==> src/rtl/multi_way_traffic_ctrl.sv <==
// multi_way_traffic_ctrl: round-robin N-way traffic light controller.
// Each green can be extended once when traffic is waiting, and empty ways are skipped.
// Manual requests are latched and pre-empt the current green.
// A 2-digit BCD countdown of the current phase drives the intersection display.
// Optional macro NIGHT_FLASH_EN adds a NIGHT input that flashes all ways yellow.
module multi_way_traffic_ctrl #(
   parameter int N_WAYS    = 4,
   parameter int GREEN_MIN = 30,
   parameter int GREEN_EXT = 15,
   parameter int YELLOW    = 5,
   parameter int TICK_DIV  = 1000
) (
   input  logic                  CLK,
   input  logic                  R,
   input  logic [N_WAYS-1:0]     TRAFFIC,
   input  logic [N_WAYS-1:0]     MANUAL,
`ifdef NIGHT_FLASH_EN
   input  logic                  NIGHT,
`endif
   output logic [2*N_WAYS-1:0]   LIGHT,
   output logic [2:0]            ACTIVE_WAY,
   output logic [7:0]            COUNT_BCD
);

   localparam int PW = (TICK_DIV > 1) ? $clog2(TICK_DIV) : 1;

   localparam logic [7:0] BCD_GMIN = 8'(((GREEN_MIN / 10) << 4) + (GREEN_MIN % 10));
   localparam logic [7:0] BCD_GEXT = 8'(((GREEN_EXT / 10) << 4) + (GREEN_EXT % 10));
   localparam logic [7:0] BCD_Y    = 8'(((YELLOW / 10) << 4) + (YELLOW % 10));
   localparam logic [7:0] BCD_ONE  = 8'h01;

   localparam logic [1:0] C_RED    = 2'b00;
   localparam logic [1:0] C_YELLOW = 2'b01;
   localparam logic [1:0] C_GREEN  = 2'b10;

   typedef enum logic [1:0] {S_GREEN, S_YELLOW, S_ALLRED, S_FLASH} state_t;

   state_t             state;
   logic [PW-1:0]      presc;
   logic [N_WAYS-1:0]  pending;
   logic               ext_used;

   logic               tick;
   logic [N_WAYS-1:0]  pend_now;
   logic [N_WAYS-1:0]  act_oh;
   logic               other_req;
   logic               own_req;
   logic               traffic_here;
   logic [2:0]         pend_sel;
   logic [2:0]         traf_sel;
   logic [N_WAYS-1:0]  sel_oh;

   // Light vector with a single way showing the given code, all others red.
   function automatic logic [2*N_WAYS-1:0] light_of(input logic [2:0] w, input logic [1:0] code);
      logic [2*N_WAYS-1:0] v;
      v = {{(2*N_WAYS-2){1'b0}}, code};
      return v << {w, 1'b0};
   endfunction

   function automatic logic [N_WAYS-1:0] onehot(input logic [2:0] w);
      logic [N_WAYS-1:0] v;
      v = {{(N_WAYS-1){1'b0}}, 1'b1};
      return v << w;
   endfunction

   // BCD decrement; the caller never decrements 01, so 00 never wraps.
   function automatic logic [7:0] bcd_dec(input logic [7:0] c);
      if (c[3:0] == 4'd0) return {c[7:4] - 4'd1, 4'd9};
      return {c[7:4], c[3:0] - 4'd1};
   endfunction

   assign tick         = (presc == PW'(TICK_DIV - 1));
   // Requests seen this cycle act immediately, not one cycle after latching.
   assign pend_now     = pending | MANUAL;
   assign act_oh       = onehot(ACTIVE_WAY);
   assign other_req    = |(pend_now & ~act_oh);
   assign own_req      = |(pend_now & act_oh);
   assign traffic_here = |(TRAFFIC & act_oh);
   assign sel_oh       = onehot(pend_sel);

   // Lowest-index pending way.
   always_comb begin
      pend_sel = 3'd0;
      for (int i = N_WAYS - 1; i >= 0; i--)
         if (pend_now[i]) pend_sel = 3'(i);
   end

   // First way after the active one with traffic; the active way is checked last.
   // The traffic vector is rotated so that bit j maps to way (active+1+j) mod N.
   always_comb begin
      logic [2*N_WAYS-1:0] dbl;
      logic [N_WAYS-1:0]   rot;
      logic [3:0]          off;
      logic [3:0]          s;
      dbl = {TRAFFIC, TRAFFIC} >> ({1'b0, ACTIVE_WAY} + 4'd1);
      rot = dbl[N_WAYS-1:0];
      off = 4'd0;
      for (int j = N_WAYS - 1; j >= 0; j--)
         if (rot[j]) off = 4'(j);
      s = {1'b0, ACTIVE_WAY} + 4'd1 + off;
      if (s >= 4'(N_WAYS)) s = s - 4'(N_WAYS);
      traf_sel = s[2:0];
   end

   // Phase FSM, countdown, prescaler, request latch and registered outputs.
   always_ff @(posedge CLK) begin
      if (!R) begin
         state      <= S_GREEN;
         ACTIVE_WAY <= 3'd0;
         COUNT_BCD  <= BCD_GMIN;
         LIGHT      <= light_of(3'd0, C_GREEN);
         presc      <= '0;
         pending    <= '0;
         ext_used   <= 1'b0;
      end else
`ifdef NIGHT_FLASH_EN
      if (NIGHT) begin
         pending   <= '0;
         COUNT_BCD <= 8'h00;
         presc     <= tick ? '0 : presc + PW'(1);
         if (state != S_FLASH) begin
            state <= S_FLASH;
            LIGHT <= {N_WAYS{C_YELLOW}};
            presc <= '0;
         end else if (tick) begin
            LIGHT <= (LIGHT == '0) ? {N_WAYS{C_YELLOW}} : '0;
         end
      end else if (state == S_FLASH) begin
         state     <= S_ALLRED;
         COUNT_BCD <= BCD_ONE;
         LIGHT     <= '0;
         presc     <= '0;
         pending   <= MANUAL;
      end else
`endif
      begin
         presc   <= tick ? '0 : presc + PW'(1);
         pending <= pend_now;
         case (state)
            S_GREEN: begin
               if (other_req) begin
                  state     <= S_YELLOW;
                  COUNT_BCD <= BCD_Y;
                  LIGHT     <= light_of(ACTIVE_WAY, C_YELLOW);
                  presc     <= '0;
                  pending   <= pend_now & ~act_oh;
               end else if (own_req) begin
                  // Request for the green way restarts its minimum green.
                  COUNT_BCD <= BCD_GMIN;
                  presc     <= '0;
                  pending   <= pend_now & ~act_oh;
               end else if (tick) begin
                  if (COUNT_BCD == BCD_ONE) begin
                     if (traffic_here && !ext_used) begin
                        COUNT_BCD <= BCD_GEXT;
                        ext_used  <= 1'b1;
                     end else begin
                        state     <= S_YELLOW;
                        COUNT_BCD <= BCD_Y;
                        LIGHT     <= light_of(ACTIVE_WAY, C_YELLOW);
                     end
                  end else begin
                     COUNT_BCD <= bcd_dec(COUNT_BCD);
                  end
               end
            end
            S_YELLOW: begin
               if (tick) begin
                  if (COUNT_BCD == BCD_ONE) begin
                     state     <= S_ALLRED;
                     COUNT_BCD <= BCD_ONE;
                     LIGHT     <= '0;
                  end else begin
                     COUNT_BCD <= bcd_dec(COUNT_BCD);
                  end
               end
            end
            S_ALLRED: begin
               if (tick) begin
                  if (COUNT_BCD == BCD_ONE) begin
                     state     <= S_GREEN;
                     COUNT_BCD <= BCD_GMIN;
                     ext_used  <= 1'b0;
                     if (|pend_now) begin
                        ACTIVE_WAY <= pend_sel;
                        LIGHT      <= light_of(pend_sel, C_GREEN);
                        pending    <= pend_now & ~sel_oh;
                     end else begin
                        ACTIVE_WAY <= traf_sel;
                        LIGHT      <= light_of(traf_sel, C_GREEN);
                     end
                  end else begin
                     COUNT_BCD <= bcd_dec(COUNT_BCD);
                  end
               end
            end
            default: begin
               // Flash state is only reachable with night mode; recover via all-red.
               state     <= S_ALLRED;
               COUNT_BCD <= BCD_ONE;
               LIGHT     <= {C_RED, {(2*N_WAYS-2){1'b0}}};
            end
         endcase
      end
   end

endmodule

==> config.mk <==
export PLATFORM = sky130hd
export DESIGN_NAME = multi_way_traffic_ctrl
export DESIGN_NICKNAME = d
export VERILOG_FILES = /design/src/rtl/multi_way_traffic_ctrl.sv
export SDC_FILE = /design/constraint.sdc
export NUM_CORES = 1
export LEC_CHECK = 0
export ABC_AREA = 1
export ABC_CLOCK_PERIOD_IN_PS = 5300
export CAP_MARGIN = 20
export CORE_MARGIN = 3
export CORE_UTILIZATION = 60
export DETAILED_ROUTE_END_ITERATION = 16
export PLACE_DENSITY = 0.91
export SYNTH_ARGS = -nofsm -noshare
export SYNTH_HDL_FRONTEND = slang
export SYNTH_SLANG_ARGS = --single-unit
==> constraint.sdc <==
create_clock -name CLK -period 5.3 [get_ports CLK]
set_input_delay 1.06 -clock CLK [delete_from_list [all_inputs] [get_ports CLK]]
set_output_delay 1.06 -clock CLK [all_outputs]
set_load 0.01 [all_outputs]
* Yosys cells after proc, flatten, opt, wreduce, memory -nomap -nowiden
Cells that the tools add are included.
** Operators by class
- Equality and inequality tests :: 21
- Shift-type cells :: 6
- Reduce and logical (&&, ||, !) cells :: 14
- Bitwise logic cells :: 7
- $add $sub $neg :: 6
- Multiplexer cells :: 74
- Order comparisons :: 1
** Operator list (count)
- 8-bit two-way mux :: 22
- 8-bit case mux with 3 select lines :: 2
- 10-bit two-way mux :: 4
- 4-bit two-way mux :: 8
- 2-bit two-way mux :: 11
- 1-bit two-way mux :: 18
- 2-bit != test (second input constant) :: 9
- 3-bit != test (second input constant) :: 6
- 4-bit AND :: 4
- 8-bit AND reduction :: 2
- 4-bit OR reduction :: 4
- 2-bit by 4-bit left shift with 8-bit output (first input constant) :: 2
- 3-bit two-way mux :: 5
- 10-bit by 1-bit adder with 10-bit output (second input constant) :: 1
- 10-bit equality test (second input constant) :: 1
- 8-bit by 1-bit equality test with 1-bit output (second input constant) :: 1
- 4-bit NOT :: 2
- 4-bit case mux with 2 select lines :: 1
- 1-bit by 3-bit left shift with 4-bit output (first input constant) :: 2
- 1-bit by 4-bit left shift with 8-bit output (first input constant) :: 1
- 8-bit by 4-bit >> shifter with 4-bit output :: 1
- 4-bit by 1-bit subtractor with 4-bit output (second input constant) :: 2
- 2-bit case mux with 3 select lines :: 1
- 3-bit AND reduction :: 2
- 17 further kinds :: 17
** Storage, ports and cells
- Output and inout port bits :: 19
- Register bits after elaboration :: 36

* Logic depth before layout (Yosys ltp)
Gate-level depths: netlist of the first run.
- Depth after elaboration :: 14
- Gate-level depth with buffers :: 17
- Mapped depth without buffers :: 17

* Least setup slack after synthesis of the first run
Ideal clock, no wire load.
- Path kind :: input -> register
- Start :: in TRAFFIC[1]
- End :: reg LIGHT[5]
- Cell stages on the path :: 15
- Data required time :: 5184 ps
- Data arrival time :: 2690 ps
- Path slack :: 2494 ps
- Path buffers :: 0
- Cells stage by stage :: inv_1 nand2_1 o21ai_0 o21ai_0 a21oi_1 o21ai_0 ha_1 fa_1 nand2_1 nand2_1 inv_1 nand3_1 nor2_1 o21ai_0 nor2_1
** On the way
- Word-level cells in the longest chain between the ends :: 13
- Elaborated cells between the ends (all ways) :: 19
- Classes of those cells :: add/sub (2); order compare (1); eq/ne (1); shift (2); mux (9); bitwise (1); reduce/logical (3)
** Ends and longest elaborated chain
- start: declaration :: line 15 : input logic [N_WAYS-1:0] TRAFFIC,
- 8-bit by 4-bit >> shifter with 4-bit output :: line 95 : dbl = {TRAFFIC, TRAFFIC} >> ({1'b0, ACTIVE_WAY} + 4'd1);
- 2-bit two-way mux :: line 99 : if (rot[j]) off = 4'(j);
- 4-bit two-way mux (3 in a row) :: line 99
- 4-bit adder :: line 100 : s = {1'b0, ACTIVE_WAY} + 4'd1 + off;
- 4-bit by 3-bit greater-or-equal comparator with 1-bit output or 3-bit subtractor (tied branches) :: line 101 : if (s >= 4'(N_WAYS)) s = s - 4'(N_WAYS);
- 3-bit two-way mux :: line 101
- 2-bit by 4-bit left shift with 8-bit output :: line 57 : return v << {w, 1'b0};
- 8-bit two-way mux :: line 184 : if (|pend_now) begin
- 8-bit two-way mux :: line 180 : if (COUNT_BCD == BCD_ONE) begin
- 8-bit two-way mux :: line 179 : if (tick) begin
- 8-bit case mux with 3 select lines :: line 139 : case (state)
- end signal: assignment :: line 144 : LIGHT <= light_of(ACTIVE_WAY, C_YELLOW);
- end signal: assignment :: line 186 : LIGHT <= light_of(pend_sel, C_GREEN);
- end signal: assignment :: line 190 : LIGHT <= light_of(traf_sel, C_GREEN);
- end: declaration :: line 20 : output logic [2*N_WAYS-1:0] LIGHT,
Several ways; a longest one is shown, not always the timed one. The select of a mux whose other input is x is not followed.
A chain may end at the register's enable or synchronous reset.

* Worst setup path in the final report of the first run
- Start :: in TRAFFIC[2]
- End :: reg LIGHT[3]
The elaborated chain is that of the path after synthesis.

==> impl_metrics.yaml, run 1 <==
run_status:
  outcome: "finished clean"
die:
  floorplan.initialDensity_pct: 65.60
  area_of_the_core_um2: 3521
  chip_height_um: 68.05
  floorplan.die.width_um: 68.05
  design.die.area_um2: 4630
  fp-row-count: 21
  io-pin-count: 29
synth:
  synth-edff-count: 0
  synth_most_common_cell: "nand2_1"
  mappedNetlistNets: 380
  dominantRegCellSynth: "dfxtp_1"
  synthesis.area_per_instance_um2: 6.380
  ys_ff_latch: 36
  synth_area_leader_cell: "dfxtp_1"
  syn_area_um2: 2310
  synth-seq-area-share_pct: 31.20
  postSynthCellCount: 362
  ys_types: 31
  async_reset_ff_share_pct: 0
  synth.area.top_cells: "dfxtp_1, nand2_1, nor2_1, inv_1, nand3_1"
  warnings_from_yosys: 0
  post-synth-top-area-fraction_pct: 31.20
  ys_top_cells_by_count: "nand2_1, nor2_1, inv_1, dfxtp_1, nand3_1"
worst_setup_path:
  cp.arrival_ns: 3.37
  critical_path_buf_inv_count: 1
  worstRegToRegCells: 13
  cp_slowest_stage_delay_ns: 0.50
  worst-path-max-fanout: 2
  crit-reg2reg-launch: "ACTIVE_WAY[0]$_SDFFE_PN0P_"
  worst_r2r_endpoint: "LIGHT[3]$_SDFFE_PN0P_"
  worst_setup_end_kind: "flip-flop"
  critical-path-slowest-cell: "fa_1"
  crit_chain: "clkdlybuf4s50_1, o21ai_0, o21ai_0, a21oi_1, o21ai_0, ha_1, fa_1, nand2_1, nand2_1, nand3_1, nor3_1, nand2_1, a21oi_1"
  critPathKind: "primary input to flip-flop"
  cpLargestDelayFamily: "adder cells"
  cp_data_required_time_ns: 5.52
  critical_path.startpoint_type: "primary input"
  timing.reg2reg.setup_slack_ns: 2.65
layout:
  layout_utilization_pct: 77.19
  total_area_of_multi_input_combinational_cells_um2: 1368
  nFillCells: 277
  antennaDiodeCount: 0
  final_nets: 413
  syn2layout_area_growth_pct: 17.66
  seq_cell_area_um2: 720.7
  design_area_um2: 2718
  share_of_layout_cells_above_drive_strength_1_pct: 9.873
power_and_ir_drop:
  pleak_uw: 0.001250
  peakVddDrop_uv: 249.7
  design_power_total_uw: 1215
  power.density_cell_area_nw_per_um2: 447.2
global_route:
  grt_overall_usage_pct: 26.30
  pin_count_of_the_biggest_net_entering_global_routing: 16
  vias_in_the_first_global_route: 2188
  grt_overflow_total: 0
  grt_first_pass_wirelength_um: 9294
  number_of_antenna_violations_at_the_first_check_in_global_routing: 0
sta:
  fin_worst_skew_ns: 0.004621
  worst_hold_slack_ns: 0.4631
  final_hold_viol_count: 0
  setup_viol: 0
  finalCritPeriodShare_pct: 59.57
  setup_total_negative_slack_ns: 0
  worst-slew-pin-transition_ns: 0.6147
  max_clock_freq_ghz: 0.3167
  slew_viol_final: 0
  slew_headroom_pct: 58.89
  timing.final.crit_period_ns: 3.157
  rsz0062_at_grt: "false"
min_path:
  holdCritPathClass: "flip-flop to flip-flop"
  min_delay_src: "LIGHT[1]$_SDFFE_PN1P_"
  hold-path-endpoint: "LIGHT[1]$_SDFFE_PN1P_"
  timing.hold.worst_path_depth: 2
placement:
  globalplace.congestion: 0.9322
  detailed_place.area_um2: 2640
  port_buffers: 28
  hpwl_um: 4146
clocking:
  ctsResizeCount: 0
  cts_sinks: 36
  clock-root-buffer: "clkbuf_8"
  tritoncts_clock_tree: "done"
  insertion_delay_ns: 0.29
  postCtsSetupRepairBufs: 0
  cts.hold.buffers_added: 0
  path_clk_slew_ns: 0.07
  ctsLongestPathBuffers: 2
  numCtsBuffers: 5
  cts_htree_levels: 2
drt:
  antenna_violating_nets_post_route: 0
  drt_pre_antenna_iters: 5
  drt-initial-drc-count: 274
  drt-wirelength-per-cell_um: 12.53
  remaining_drc_errors: 0
  wl_um: 5526
  vias: 2436
  viasPerCell: 5.524
run:
  drv_cap: 0
-- stage by stage --
step	instances	setup slack (ns)
6_report	441	2.143
2_1_floorplan	362	2.494
5_1_grt	441	1.843
4_1_cts	441	2.128
3_5_place_dp	434	1.841
3_3_place_gp	434	1.931
-- layout by cell type (no fill, tap or decap) --
cell / count
inv_1: 52
nor4_1: 2
nor3_1: 11
xor2_1: 3
nand3_2: 5
nand2_4: 1
nand2_2: 13
fa_1: 1
inv_2: 5
clkinv_2: 1
o21ai_0: 17
nand2_1: 73
dfxtp_1: 36
o221ai_1: 2
a21oi_1: 20
ha_1: 7
nor2_1: 65
nor2_2: 4
o2111ai_1: 2
a211oi_1: 2
xnor2_1: 1
clkbuf_1: 1
nand4_1: 3
or2_2: 1
nor2_4: 4
clkdlybuf4s50_1: 28
o21ai_1: 3
a221oi_1: 1
a32o_1: 1
clkbuf_8: 5
nand3_1: 22
o21bai_1: 1
o211ai_1: 1
o31ai_1: 1
-- cell type report --
type | instances | share of cell area [%]
repair buffers | 28 | 10.31
clock inverters | 1 | 0.1842
multi-input cells | 267 | 50.32
well taps | 46 | 2.118
flip-flops and latches | 36 | 26.52
clock buffers | 6 | 2.670
inverters | 57 | 7.873
-- power by group --
part           internal, uW  leakage, uW  switching [uW]
logic                   247     0.000914             393
registers               332     0.000295            60.3
clock network          89.2    0.0000410            94.1
total                   668      0.00125             547
-- cells by family after synthesis --
family | Yosys count | synth area share, %
AO/OA/AOI/OAI | 51 | 12.62
XOR/XNOR | 4 | 1.517
adder cells (fa/ha/maj) | 8 | 4.659
buffers and inverters | 59 | 9.589
flip-flops | 36 | 31.20
AND/OR/NAND/NOR | 204 | 40.41
-- worst max path at each step --
| stage | startpoint | to | slack, ns | cells after the start |
|---|---|---|---|---|
| 5_1_grt | TRAFFIC[1] | LIGHT[5]$_SDFFE_PN0P_ | 1.84 | 16 |
| 3_3_place_gp | TRAFFIC[1] | LIGHT[7]$_SDFFE_PN0P_ | 1.93 | 16 |
| 6_report | TRAFFIC[2] | LIGHT[3]$_SDFFE_PN0P_ | 2.14 | 13 |
| 3_5_place_dp | TRAFFIC[1] | LIGHT[7]$_SDFFE_PN0P_ | 1.84 | 16 |
| 4_1_cts | TRAFFIC[2] | LIGHT[3]$_SDFFE_PN0P_ | 2.13 | 13 |
| 2_1_floorplan | TRAFFIC[1] | LIGHT[5]$_SDFFE_PN0P_ | 2.49 | 15 |
-- registers in the layout, summed over array words and instances (netlist names) --
register,count
ACTIVE_WAY,3
ext_used,1
pending,4
presc,10
state,2
COUNT_BCD,8
LIGHT,8
-- per-layer routing --
layer	share of wire (%)	wire length (um)	GRT usage [%]	vias up
met5	0	0	0	-
met1	42	2348	31.82	1095
met2	48	2668	44.40	98
met4	2.5	138	10.92	0
li1	-	-	-	1227
met3	6.7	371	6.240	16
-- worst min-delay path: stages (launching register included) --
cell and delay, ns:
dfxtp_1 0.33, a21oi_1 0.06, nand2_1 0.05
(Power assumes the default switching activity.)
==> run 2: changes to the inputs <==
ABC_CLOCK_PERIOD_IN_PS = 3200   (was 5300)
CORE_UTILIZATION = 55   (was 60)
PLACE_DENSITY = 0.85   (was 0.91)
clock period = 3.2 ns   (was 5.3 ns; I/O delays follow)
==> run 2 against run 1 <==
Effect of this change:
- register-to-register slack lost 2.2 ns
- sequential share of layout area is 0.38 points lower
- utilization is 5.6 points lower
- non-clock buffer count rose by 1
- via count fell by 3.2%
- cell count grew 0.91%
- routed wire length decreased by 2.7%
- power increased by 72%
- critical path type unchanged
==> impl_metrics.yaml, run 2 (synthesized netlist as in run 1, its figures left out) <==
run_status:
  outcome: "finished clean"
worst_setup_path:
  critPathKind: "primary input to flip-flop"
  worst_setup_end_kind: "flip-flop"
  cp_data_required_time_ns: 3.43
  worst-path-max-fanout: 3
  worst_setup_path_startpoint: "TRAFFIC[1]"
  crit-reg2reg-launch: "ACTIVE_WAY[0]$_SDFFE_PN0P_"
  critical_path.startpoint_type: "primary input"
  cp.arrival_ns: 3.05
power_and_ir_drop:
  pwr-share-seq_pct: 31.1
  comb_power_share_pct: 50.2
  pleak_uw: 0.001269
  internal_power_uw: 1188
  power.density_cell_area_nw_per_um2: 758.5
  power.share.clock_pct: 18.7
  p_sw_share_pct: 43.22
  switching_power_uw: 904.1
  peakVddDrop_uv: 423.2
layout:
  mostFrequentLayoutCells: "nand2_1, nor2_1, inv_1"
  reg_top3: "presc: 10 flops, COUNT_BCD: 8 flops, LIGHT: 8 flops"
  share_of_layout_cells_above_drive_strength_1_pct: 10.33
  design_area_um2: 2758
  antennaDiodeCount: 0
  number_of_flip_flops_under_the_largest_register_name: 10
  final_common_cell: "nand2_1"
  syn2layout_area_growth_pct: 19.39
  final_nets: 414
  largest-register: "presc"
drt:
  drt-wirelength-per-cell_um: 12.08
  drt_pre_antenna_iters: 4
  vias: 2359
  antenna_violating_nets_post_route: 0
  drt-initial-drc-count: 142
  viasPerCell: 5.301
  remaining_drc_errors: 0
  wl_um: 5376
sta:
  setup_total_negative_slack_ns: 0
  rsz0062_at_grt: "false"
  timing.final.crit_period_ns: 2.817
  final_hold_viol_count: 0
  finalCritPeriodShare_pct: 88.04
  max_clock_freq_ghz: 0.3549
  slew_headroom_pct: 67.09
  fin_worst_skew_ns: 0.004851
  slew_viol_final: 0
  setup_viol: 0
  worst-slew-pin-transition_ns: 0.4931
clocking:
  ctsResizeCount: 0
  postCtsSetupRepairBufs: 0
  tritoncts_clock_tree: "done"
  ctsLongestPathBuffers: 2
  clock-root-buffer: "clkbuf_8"
  cts_htree_levels: 2
  cts.hold.buffers_added: 0
  insertion_delay_ns: 0.29
  cts_sinks: 36
  numCtsBuffers: 5
  path_clk_slew_ns: 0.07
global_route:
  number_of_antenna_violations_at_the_first_check_in_global_routing: 0
  pin_count_of_the_biggest_net_entering_global_routing: 14
  grt_overall_usage_pct: 23.33
  vias_in_the_first_global_route: 2282
  grt_first_pass_wirelength_um: 9701
  grt_overflow_total: 0
die:
  floorplan.die.width_um: 70.81
  floorplan.initialDensity_pct: 59.94
  io-pin-count: 29
  area_of_the_core_um2: 3854
  design.die.area_um2: 5013
  fp-row-count: 22
  chip_height_um: 70.81
min_path:
  min_delay_src: "LIGHT[4]$_SDFFE_PN0P_"
  holdCritPathClass: "flip-flop to flip-flop"
placement:
  hpwl_um: 4075
  detailed_place.area_um2: 2650
  port_buffers: 28
  globalplace.congestion: 0.8775
run:
  drv_cap: 0
==> run 2: changes by cell type in the layout (fill, tap and decap cells not counted), sizes merged <==
cell and change:
buf +1, bufinv +1
==> run 2: worst paths after layout <==
kind | slack [ns] | to | cells after the start
setup reg to reg | 0.49 | LIGHT[5]$_SDFFE_PN0P_ | 14
hold / removal | 0.47 | LIGHT[4]$_SDFFE_PN0P_ | 2
hold reg to reg | 0.47 | LIGHT[4]$_SDFFE_PN0P_ | 2
setup / recovery | 0.38 | LIGHT[7]$_SDFFE_PN0P_ | 16
==> run 2: layout make-up <==
| cell class | count | area (um^2) |
|---|---|---|
| clock buffer | 6 | 72.57 |
| clock inverter | 2 | 35.03 |
| fill | 348 | 1096 |
| inverter | 57 | 214.0 |
| multi-input combinational | 267 | 1368 |
| sequential | 36 | 720.7 |
| tap | 48 | 60.06 |
| timing repair buffer | 29 | 287.8 |
==> run 2: worst max-delay path, cell delays in order <==
cell and delay, ns:
clkdlybuf4s50_1 0.46, inv_1 0.05, nand2_1 0.05, o21ai_0 0.10
o21ai_0 0.25, a21oi_1 0.06, o21ai_0 0.15, ha_1 0.21
fa_1 0.42, nand2_1 0.07, nand2_1 0.07, inv_1 0.10
nand3_1 0.10, nor3_1 0.15, nor2_1 0.06, nor2_1 0.09
==> run 2: power groups by stage <==
stage	registers (uW)	clock network, uW	logic [uW]
floorplan	673	0	694
global placement	654	0	1020
detailed placement	658	0	1040
CTS	650	399	1050
global route	666	420	1220
finish	651	392	1050
==> run 2: routing by layer <==
layer  vias to the layer above  GRT usage (%)  routed length, um
met5                         -              0                  0
met4                         0          9.603                135
met3                        14          5.256                275
met2                        68          38.31               2503
met1                      1045          29.49               2462
li1                       1232              -                  -
==> run 2: metrics by stage <==
stage / power, uW / setup WS (ns) / instances / hold slack (ns) / util [%]
floorplan: 1367 / 0.8029 / 362 / 0.4409 / -
global placement: 1669 / 0.2312 / 437 / 0.4459 / 68.77
detailed placement: 1697 / 0.1041 / 437 / 0.4611 / 68.77
CTS: 2095 / 0.4101 / 445 / 0.4801 / 71.56
global route: 2305 / 0.1484 / 445 / 0.5023 / 71.56
finish: 2092 / 0.3826 / 445 / 0.4705 / 71.56
